**src/rtl/regfile_controller.sv**
```systemverilog
// Multicycle initiator for an 8x16 register file: accepts one instruction per s/w
// handshake, reads operands, runs shift+ALU in local registers, writes back, keeps Z/N/V.
module regfile_controller #(
  parameter int unsigned WIDTH = 16,
  parameter int unsigned RSEL  = 3
) (
  input  logic             clk,
  input  logic             reset,
  input  logic             s,
  input  logic [WIDTH-1:0] in,
  output logic             w,
  output logic [RSEL-1:0]  readnum,
  input  logic [WIDTH-1:0] rf_out,
  output logic [RSEL-1:0]  writenum,
  output logic             write,
  output logic [WIDTH-1:0] data_in,
  output logic [2:0]       status
);

  typedef enum logic [2:0] {
    S_WAIT, S_DECODE, S_WRITE_IMM, S_GET_A, S_GET_B, S_ALU, S_WRITE_REG
  } state_e;

  typedef enum logic [2:0] {
    K_NOP, K_MOVI, K_MOVR, K_ADD, K_CMP, K_AND, K_MVN
  } kind_e;

  state_e           r_state, w_state_nxt;
  logic [WIDTH-1:0] r_ir, r_a, r_b, r_c;
  logic [WIDTH-1:0] w_ir_nxt, w_a_nxt, w_b_nxt, w_c_nxt;
  logic [2:0]       r_status, w_status_nxt;

  logic             r_w, r_write, w_w_nxt, w_write_nxt;
  logic [RSEL-1:0]  r_readnum, r_writenum, w_readnum_nxt, w_writenum_nxt;
  logic [WIDTH-1:0] r_data_in, w_data_nxt;

  kind_e            w_kind;
  logic [WIDTH-1:0] w_shb, w_sub, w_result, w_imm;
  logic             w_ovf;

  always_comb begin
    w_kind = K_NOP;
    case ({r_ir[15:13], r_ir[12:11]})
      5'b110_10: w_kind = K_MOVI;
      5'b110_00: w_kind = K_MOVR;
      5'b101_00: w_kind = K_ADD;
      5'b101_01: w_kind = K_CMP;
      5'b101_10: w_kind = K_AND;
      5'b101_11: w_kind = K_MVN;
      default:   w_kind = K_NOP;
    endcase
  end

  always_comb begin
    case (r_ir[4:3])
      2'b01:   w_shb = {r_b[WIDTH-2:0], 1'b0};
      2'b10:   w_shb = {1'b0, r_b[WIDTH-1:1]};
      2'b11:   w_shb = {r_b[WIDTH-1], r_b[WIDTH-1:1]};
      default: w_shb = r_b;
    endcase
  end

  assign w_sub = r_a - w_shb;
  assign w_ovf = (r_a[WIDTH-1] ^ w_shb[WIDTH-1]) & (w_sub[WIDTH-1] ^ r_a[WIDTH-1]);
  assign w_imm = {{(WIDTH-8){r_ir[7]}}, r_ir[7:0]};

  // MOV reg shares the adder path: A is cleared in DECODE so A+shB == shB.
  always_comb begin
    case (w_kind)
      K_AND:   w_result = r_a & w_shb;
      K_MVN:   w_result = ~w_shb;
      K_CMP:   w_result = w_sub;
      default: w_result = r_a + w_shb;
    endcase
  end

  always_comb begin
    w_state_nxt  = r_state;
    w_ir_nxt     = r_ir;
    w_a_nxt      = r_a;
    w_b_nxt      = r_b;
    w_c_nxt      = r_c;
    w_status_nxt = r_status;
    case (r_state)
      S_WAIT: begin
        if (s) begin
          w_ir_nxt    = in;
          w_state_nxt = S_DECODE;
        end
      end
      S_DECODE: begin
        case (w_kind)
          K_MOVI:              w_state_nxt = S_WRITE_IMM;
          K_MOVR, K_MVN: begin
            w_a_nxt     = '0;
            w_state_nxt = S_GET_B;
          end
          K_ADD, K_CMP, K_AND: w_state_nxt = S_GET_A;
          default:             w_state_nxt = S_WAIT;
        endcase
      end
      S_GET_A: begin
        w_a_nxt     = rf_out;
        w_state_nxt = S_GET_B;
      end
      S_GET_B: begin
        w_b_nxt     = rf_out;
        w_state_nxt = S_ALU;
      end
      S_ALU: begin
        w_c_nxt = w_result;
        if (w_kind == K_CMP) begin
          w_status_nxt = {(w_sub == '0), w_sub[WIDTH-1], w_ovf};
          w_state_nxt  = S_WAIT;
        end else begin
          w_state_nxt = S_WRITE_REG;
        end
      end
      default: w_state_nxt = S_WAIT;
    endcase
  end

  // Outputs are registered by decoding the state being entered, so the
  // register file sees readnum/write in the same cycle the FSM occupies that state.
  always_comb begin
    w_w_nxt        = (w_state_nxt == S_WAIT);
    w_readnum_nxt  = '0;
    w_writenum_nxt = '0;
    w_write_nxt    = 1'b0;
    w_data_nxt     = w_c_nxt;
    case (w_state_nxt)
      S_GET_A: w_readnum_nxt = r_ir[10:8];
      S_GET_B: w_readnum_nxt = r_ir[2:0];
      S_WRITE_IMM: begin
        w_writenum_nxt = r_ir[10:8];
        w_write_nxt    = 1'b1;
        w_data_nxt     = w_imm;
      end
      S_WRITE_REG: begin
        w_writenum_nxt = r_ir[7:5];
        w_write_nxt    = 1'b1;
      end
      default: ;
    endcase
  end

  always_ff @(posedge clk) begin
    if (reset) begin
      r_state    <= S_WAIT;
      r_ir       <= '0;
      r_a        <= '0;
      r_b        <= '0;
      r_c        <= '0;
      r_status   <= '0;
      r_w        <= 1'b1;
      r_readnum  <= '0;
      r_writenum <= '0;
      r_write    <= 1'b0;
      r_data_in  <= '0;
    end else begin
      r_state    <= w_state_nxt;
      r_ir       <= w_ir_nxt;
      r_a        <= w_a_nxt;
      r_b        <= w_b_nxt;
      r_c        <= w_c_nxt;
      r_status   <= w_status_nxt;
      r_w        <= w_w_nxt;
      r_readnum  <= w_readnum_nxt;
      r_writenum <= w_writenum_nxt;
      r_write    <= w_write_nxt;
      r_data_in  <= w_data_nxt;
    end
  end

  assign w        = r_w;
  assign readnum  = r_readnum;
  assign writenum = r_writenum;
  assign write    = r_write & ~reset;
  assign data_in  = r_data_in;
  assign status   = r_status;

endmodule

```
**config.mk**
```make
export PLATFORM = sky130hd
export DESIGN_NAME = regfile_controller
export DESIGN_NICKNAME = d
export VERILOG_FILES = /design/src/rtl/regfile_controller.sv
export SDC_FILE = /design/constraint.sdc
export NUM_CORES = 1
export LEC_CHECK = 0
export ABC_AREA = 0
export ABC_CLOCK_PERIOD_IN_PS = 5950
export BUFFER_PORTS_ARGS = -buffer_cell sky130_fd_sc_hd__buf_2
export CAP_MARGIN = 30
export CORE_MARGIN = 10
export CORE_UTILIZATION = 40
export DETAILED_ROUTE_END_ITERATION = 10
export SETUP_SLACK_MARGIN = 0.5
export SYNTH_ARGS = -nofsm -noshare
export SYNTH_HDL_FRONTEND = slang
export SYNTH_SLANG_ARGS = --single-unit
```
**constraint.sdc**
```tcl
create_clock -name clk -period 5.95 [get_ports clk]
set_input_delay 0.2975 -clock clk [delete_from_list [all_inputs] [get_ports clk]]
set_output_delay 0.2975 -clock clk [all_outputs]
set_load 0.03 [all_outputs]
```
Yosys cells after proc, flatten, opt, wreduce, memory -nomap -nowiden

Index checks and enable logic that the tools add are counted.

Logic and storage cells: 68
Output and inout bits: 27
Bits in registers: 94

Reductions and logical operators: 10
Muxes and demuxes: 14
Eq/ne operators: 24
$add $sub $neg: 2
Bitwise gates (word level): 7

Operator list:

| cell                                          | count |
|---|---|
| case mux 16 bit (3 select lines)              | 2 |
| 2-to-1 mux 16 bit                             | 3 |
| case mux 16 bit (2 select lines)              | 1 |
| == test 5 bit, second input constant          | 6 |
| == test 3 bit, second input constant          | 7 |
| case mux 3 bit (6 select lines)               | 1 |
| adder 16 bit                                  | 1 |
| AND 16 bit                                    | 1 |
| zero test 16 bit                              | 1 |
| NOT 16 bit                                    | 1 |
| subtractor 16 bit                             | 1 |
| == test 3 x 2 -> 1 bit, second input constant | 5 |
| case mux 3 bit (5 select lines)               | 1 |
| case mux 3 bit (2 select lines)               | 2 |
| case mux 3 bit (3 select lines)               | 1 |
| == test 3 x 1 -> 1 bit, second input constant | 2 |
| zero test 3 bit                               | 2 |
| 2-to-1 mux 3 bit                              | 2 |
| AND reduction 2 bit                           | 3 |
| == test 2 bit, second input constant          | 2 |
| OR reduction 2 bit                            | 2 |
| OR reduction 3 bit                            | 1 |
| AND 1 bit                                     | 2 |
| == test 2 x 1 -> 1 bit, second input constant | 1 |
| other kinds (5)                               | 6 |

Longest topological paths before layout

Word-level depth: 9
Gate-level depth with buffers: 15

Worst setup path after synthesis

OpenSTA, ideal clock, no wires.

Path kind: reg-to-reg
Start: register r_ir[3]
End: register r_data_in[14] (netlist: data_in[14])
Required time: 5822 ps
Library setup time: 128 ps
Setup slack: 2382 ps
Cell stages (with the launch flop): 14
Clock period less this slack: 3568 ps
Data arrival time: 3440 ps
Cells stage by stage: dfxtp_1 > buf_2 > buf_1 > mux2i_1 > o21ai_0 > fa_1 > o21bai_1 > and3_1 > o311ai_1 > a21oi_1 > a221oi_1 > xor2_1 > a221oi_1 > o31ai_1

Word-level cells in the longest chain between the ends: 6

RTL lines:

| item                                                    | RTL line | source |
|---|---|---|
| start: declaration                                      | 29       | `logic [WIDTH-1:0] r_ir, r_a, r_b, r_c;` |
| start signal: assignment                                | 162      | `r_ir <= w_ir_nxt;` |
| == test 2 bit or == test 2 x 1 -> 1 bit (tied branches) | 55       | `case (r_ir[4:3])` |
| case mux 16 bit (3 select lines) *                      | 55       |  |
| adder 16 bit, or another cell as far along              | 73       | `default: w_result = r_a + w_shb;` |
| case mux 16 bit (3 select lines) *                      | 69       | `case (w_kind)` |
| 2-to-1 mux 16 bit *                                     | 84       | `case (r_state)` |
| 2-to-1 mux 16 bit *                                     | 131      | `case (w_state_nxt)` |
| end signal: assignment                                  | 171      | `r_data_in <= w_data_nxt;` |
| end: declaration                                        | 35       | `logic [WIDTH-1:0] r_data_in, w_data_nxt;` |

Every way passes the cells marked *; elsewhere a longest branch is shown, timed or not.
A chain may end at the register's enable or synchronous reset.

Worst setup path in the final report

Start: register r_ir[3]
End: register r_data_in[10] (netlist: data_in[10])

The elaborated chain is that of the path after synthesis.

==> metrics.txt <==
# TYPE chip_impl_metric gauge
chip_impl_info{name="r2r_start",value="r_ir[3]$_SDFFE_PP0P_"} 1
chip_impl_metric{name="multiInputGateArea",unit="mm^2"} 0.00365
chip_impl_metric{name="dr_drc_count",unit=""} 0
chip_impl_metric{name="ant_nets",unit=""} 0
chip_impl_metric{name="areaGrowthSynthToFinish",unit="%"} 12.1
chip_impl_metric{name="grt_first_pass_wirelength",unit="mm"} 28.2
chip_impl_info{name="mostFrequentLayoutCell",value="sky130_fd_sc_hd__nand2_1"} 1
chip_impl_metric{name="io_buffer_count",unit=""} 61
chip_impl_metric{name="yosysUniqueCellTypes",unit=""} 65
chip_impl_metric{name="syn_nets",unit=""} 833
chip_impl_metric{name="initial_core_util",unit="%"} 40.6
chip_impl_metric{name="die_y",unit="um"} 141
chip_impl_info{name="grt.busiest_layer",value="met1"} 1
chip_impl_metric{name="seqCellArea",unit="mm^2"} 0.00188
chip_impl_metric{name="cts_made_buffers",unit=""} 9
chip_impl_metric{name="die_x",unit="um"} 141
chip_impl_metric{name="num-fill-cells",unit=""} 1518
chip_impl_metric{name="tcrit_tclk_final",unit="%"} 74.2
chip_impl_metric{name="core_area",unit="mm^2"} 0.0144
chip_impl_metric{name="grt_start_max_net_pins",unit=""} 90
chip_impl_metric{name="gp_routability_congestion",unit=""} 0.952
chip_impl_info{name="worstSetupEndpointType",value="register"} 1
chip_impl_metric{name="clkLatencyLatePin",unit="ns"} 0.35
chip_impl_metric{name="grt_antenna_before_repair",unit=""} 0
chip_impl_metric{name="via_count_of_the_first_global_routing_pass",unit=""} 5239
chip_impl_metric{name="post_dp_hpwl",unit="mm"} 13.1
chip_impl_metric{name="ios",unit=""} 62
chip_impl_metric{name="grt_use_met2",unit="%"} 24.7
chip_impl_info{name="worst_setup_path_start_kind",value="register"} 1
chip_impl_metric{name="track_usage",unit="%"} 17.4
chip_impl_metric{name="synth_seq_cells",unit=""} 94
chip_impl_metric{name="slew-limit-headroom",unit="%"} 36.2
chip_impl_metric{name="cts_hold_buf",unit=""} 0
chip_impl_info{name="final_cell_mix",value="sky130_fd_sc_hd__nand2_1, sky130_fd_sc_hd__dfxtp_1, sky130_fd_sc_hd__nor2_1, sky130_fd_sc_hd__a21oi_1, sky130_fd_sc_hd__buf_2"} 1
chip_impl_info{name="outcome",value="complete, no violations"} 1
chip_impl_metric{name="worstHoldPathCells",unit=""} 3
chip_impl_metric{name="asyncSetResetFlopFracSynth",unit="%"} 0
chip_impl_info{name="min_to",value="r_ir[15]$_SDFFE_PP0P_"} 1
chip_impl_metric{name="required",unit="ns"} 6.20
chip_impl_metric{name="stdcell_count",unit=""} 981
chip_impl_info{name="grt_setup_unrepaired",value="false"} 1
chip_impl_metric{name="global_route.usage.met1",unit="%"} 25.5
chip_impl_metric{name="post_cts_setup_bufs",unit=""} 0
chip_impl_metric{name="avgViaCountPerCell",unit=""} 5.66
chip_impl_metric{name="crit_fanout",unit=""} 19
chip_impl_metric{name="cap_viol_max_count",unit=""} 0
chip_impl_metric{name="drt_pass1_iterations",unit=""} 5
chip_impl_metric{name="max-clock-path-buffers",unit=""} 2
chip_impl_metric{name="clk_pin_slew_worst_paths",unit="ns"} 0.07
chip_impl_metric{name="global_route.overflow_total",unit=""} 0
chip_impl_metric{name="totalWireLength",unit="mm"} 17.2
chip_impl_metric{name="skew",unit="ns"} 0.00873
chip_impl_info{name="cts_tree",value="yes"} 1
chip_impl_metric{name="worst-slew-pin-transition",unit="ns"} 0.955
chip_impl_metric{name="finished_cell_area",unit="mm^2"} 0.00656
chip_impl_metric{name="groute.layer.met3.usage",unit="%"} 3.22
chip_impl_metric{name="core.rowCount",unit=""} 44
chip_impl_metric{name="max-vdd-ir-drop",unit="mV"} 0.165
chip_impl_metric{name="timing_max_transition_violations_final",unit=""} 0
chip_impl_metric{name="dpl-instance-area",unit="mm^2"} 0.00622
chip_impl_metric{name="worst_hold_slack",unit="ns"} 0.180
chip_impl_metric{name="fmax",unit="MHz"} 226
chip_impl_metric{name="reg2regPathDepth",unit=""} 11
chip_impl_metric{name="numPlacedInstances",unit=""} 964
chip_impl_metric{name="route.vias.total",unit=""} 5548
chip_impl_metric{name="detailedRoute.firstIterationViolations",unit=""} 356
chip_impl_info{name="clock-root-buffer",value="sky130_fd_sc_hd__clkbuf_16"} 1
chip_impl_info{name="r2r_end",value="data_in[10]$_SDFF_PP0_"} 1
chip_impl_metric{name="ys_seq_area_share",unit="%"} 32.2
chip_impl_metric{name="layout.nets",unit=""} 864
chip_impl_info{name="hold_start",value="in[15]"} 1
chip_impl_metric{name="cts_resized",unit=""} 0
chip_impl_metric{name="drive_gt1_share",unit="%"} 12.7
chip_impl_metric{name="die-area",unit="mm^2"} 0.0199
chip_impl_metric{name="setup_viol",unit=""} 0
chip_impl_metric{name="minimum_clock_period_after_layout",unit="ns"} 4.42
chip_impl_metric{name="cts_num_sinks",unit=""} 94
chip_impl_metric{name="leakage",unit="nW"} 2.57
chip_impl_metric{name="tns",unit="ns"} 0
chip_impl_metric{name="num_antenna_cells",unit=""} 0
chip_impl_metric{name="cts_max_level",unit=""} 3
chip_impl_metric{name="synth_edf_count",unit=""} 0
chip_impl_metric{name="wire_per_inst",unit="um"} 17.5
chip_impl_metric{name="postSynthCellCount",unit=""} 761
chip_impl_metric{name="hold_viol_final",unit=""} 0
chip_impl_metric{name="synth_warnings",unit=""} 0
chip_impl_info{name="critPathKind",value="register to register"} 1
chip_impl_metric{name="worstPathArrival",unit="ns"} 4.66
chip_impl_metric{name="worst-r2r-setup-slack",unit="ns"} 1.53
chip_impl_info{name="ys_dominant_reg_cell",value="sky130_fd_sc_hd__dfxtp_1"} 1
chip_impl_metric{name="mean_cell_area_of_the_mapped_netlist",unit="um^2"} 7.69
chip_impl_info{name="worst_hold_path_type",value="input port to register"} 1
chip_impl_metric{name="power.density",unit="mW/mm^2"} 204
chip_impl_metric{name="syn_area",unit="mm^2"} 0.00585
## how the worst max path moves through the flow
stage / start / to / slack [ns]
6_report: r_ir[3]$_SDFFE_PP0P_ / data_in[10]$_SDFF_PP0_ / 1.53
5_1_grt: r_ir[3]$_SDFFE_PP0P_ / data_in[10]$_SDFF_PP0_ / 1.23
4_1_cts: r_ir[3]$_SDFFE_PP0P_ / data_in[10]$_SDFF_PP0_ / 1.60
3_5_place_dp: r_ir[3]$_SDFFE_PP0P_ / data_in[10]$_SDFF_PP0_ / 1.60
3_3_place_gp: r_ir[4]$_SDFFE_PP0P_ / data_in[10]$_SDFF_PP0_ / 1.71
2_1_floorplan: r_ir[3]$_SDFFE_PP0P_ / data_in[14]$_SDFF_PP0_ / 2.38
## kinds of logic (layout without fill, tap and decap cells)
kind of cell               Yosys count  count (layout)  synth area share (%)
adders and majority gates           37              37                  8.17
and+or+nand+nor                    280             280                  21.6
buffers and inverters               80             116                  5.52
muxes                               22              22                  3.81
DFF                                 94              94                  32.2
xor gates and xnor gates            21              21                  3.14
AOI/OAI and AO/OA                  227             227                  25.6
## through the flow
stage | power (W) | worst slack (ns) | utilization (%)
6_report | 0.00134 | 1.53 | 45.5
5_1_grt | 0.00138 | 1.23 | 45.5
3_5_place_dp | 0.000744 | 1.60 | 43.1
3_3_place_gp | 0.000742 | 1.71 | 43.1
4_1_cts | 0.00135 | 1.60 | 45.3
2_1_floorplan | 0.000717 | 2.38 | -
## cell usage after synthesis, types with 11 or more instances
| cell | instances | area (um^2) |
|---|---|---|
| sky130_fd_sc_hd__ha_1 | 35 | 438 |
| sky130_fd_sc_hd__nand2_1 | 116 | 435 |
| sky130_fd_sc_hd__o21ai_0 | 37 | 185 |
| sky130_fd_sc_hd__a22oi_1 | 21 | 158 |
| sky130_fd_sc_hd__mux2i_1 | 20 | 200 |
| sky130_fd_sc_hd__inv_1 | 34 | 128 |
| sky130_fd_sc_hd__a21oi_1 | 65 | 325 |
| sky130_fd_sc_hd__nand3_1 | 11 | 55.1 |
| sky130_fd_sc_hd__nor2_1 | 80 | 300 |
| sky130_fd_sc_hd__xnor2_1 | 14 | 123 |
| sky130_fd_sc_hd__dfxtp_1 | 94 | 1880 |
| sky130_fd_sc_hd__nor3_1 | 15 | 75.1 |
| sky130_fd_sc_hd__clkbuf_1 | 33 | 124 |
| sky130_fd_sc_hd__a211oi_1 | 23 | 173 |
## registers in the layout (all words and copies together) (netlist names)
| signal | count |
|---|---|
| data_in | 16 |
| r_a | 16 |
| r_b | 16 |
| r_c | 16 |
| r_ir | 16 |
| r_state | 3 |
| readnum | 3 |
| status | 3 |
| writenum | 3 |
| r_write | 1 |
| w | 1 |
## routing by layer
metal  wire, um  part of all wire, %
met1       8780                   51
met4        265                  1.5
met5          0                    0
met2       7020                   41
met3       1120                  6.5
## layout make-up
class,count,share of cell area [%]
multi-input combinational,587,55.6
clock inverter,6,1.13
clock buffer,10,3.64
inverter,34,1.95
sequential,94,28.7
tap,184,3.51
timing repair buffer,66,5.53
## where the power goes
part | total [W] | switching (W) | internal, W
registers | 0.000647 | 0.0000103 | 0.000637
clock network | 0.000605 | 0.000261 | 0.000344
logic | 0.0000856 | 0.0000525 | 0.0000332
total | 0.00134 | 0.000324 | 0.00101
## worst max-delay path, stage by stage, from the launching register on
cell	delay (ns)
sky130_fd_sc_hd__dfxtp_1	0.95
sky130_fd_sc_hd__mux2i_1	0.16
sky130_fd_sc_hd__o21ai_0	0.65
sky130_fd_sc_hd__fa_1	0.38
sky130_fd_sc_hd__o21bai_1	0.10
sky130_fd_sc_hd__and3_1	0.20
sky130_fd_sc_hd__o311ai_1	0.54
sky130_fd_sc_hd__nand2_1	0.15
sky130_fd_sc_hd__xnor2_1	0.17
sky130_fd_sc_hd__a2111oi_0	0.63
sky130_fd_sc_hd__nor3_1	0.14
sky130_fd_sc_hd__a21bo_2	0.25
Power figures use the tool's default switching activity.
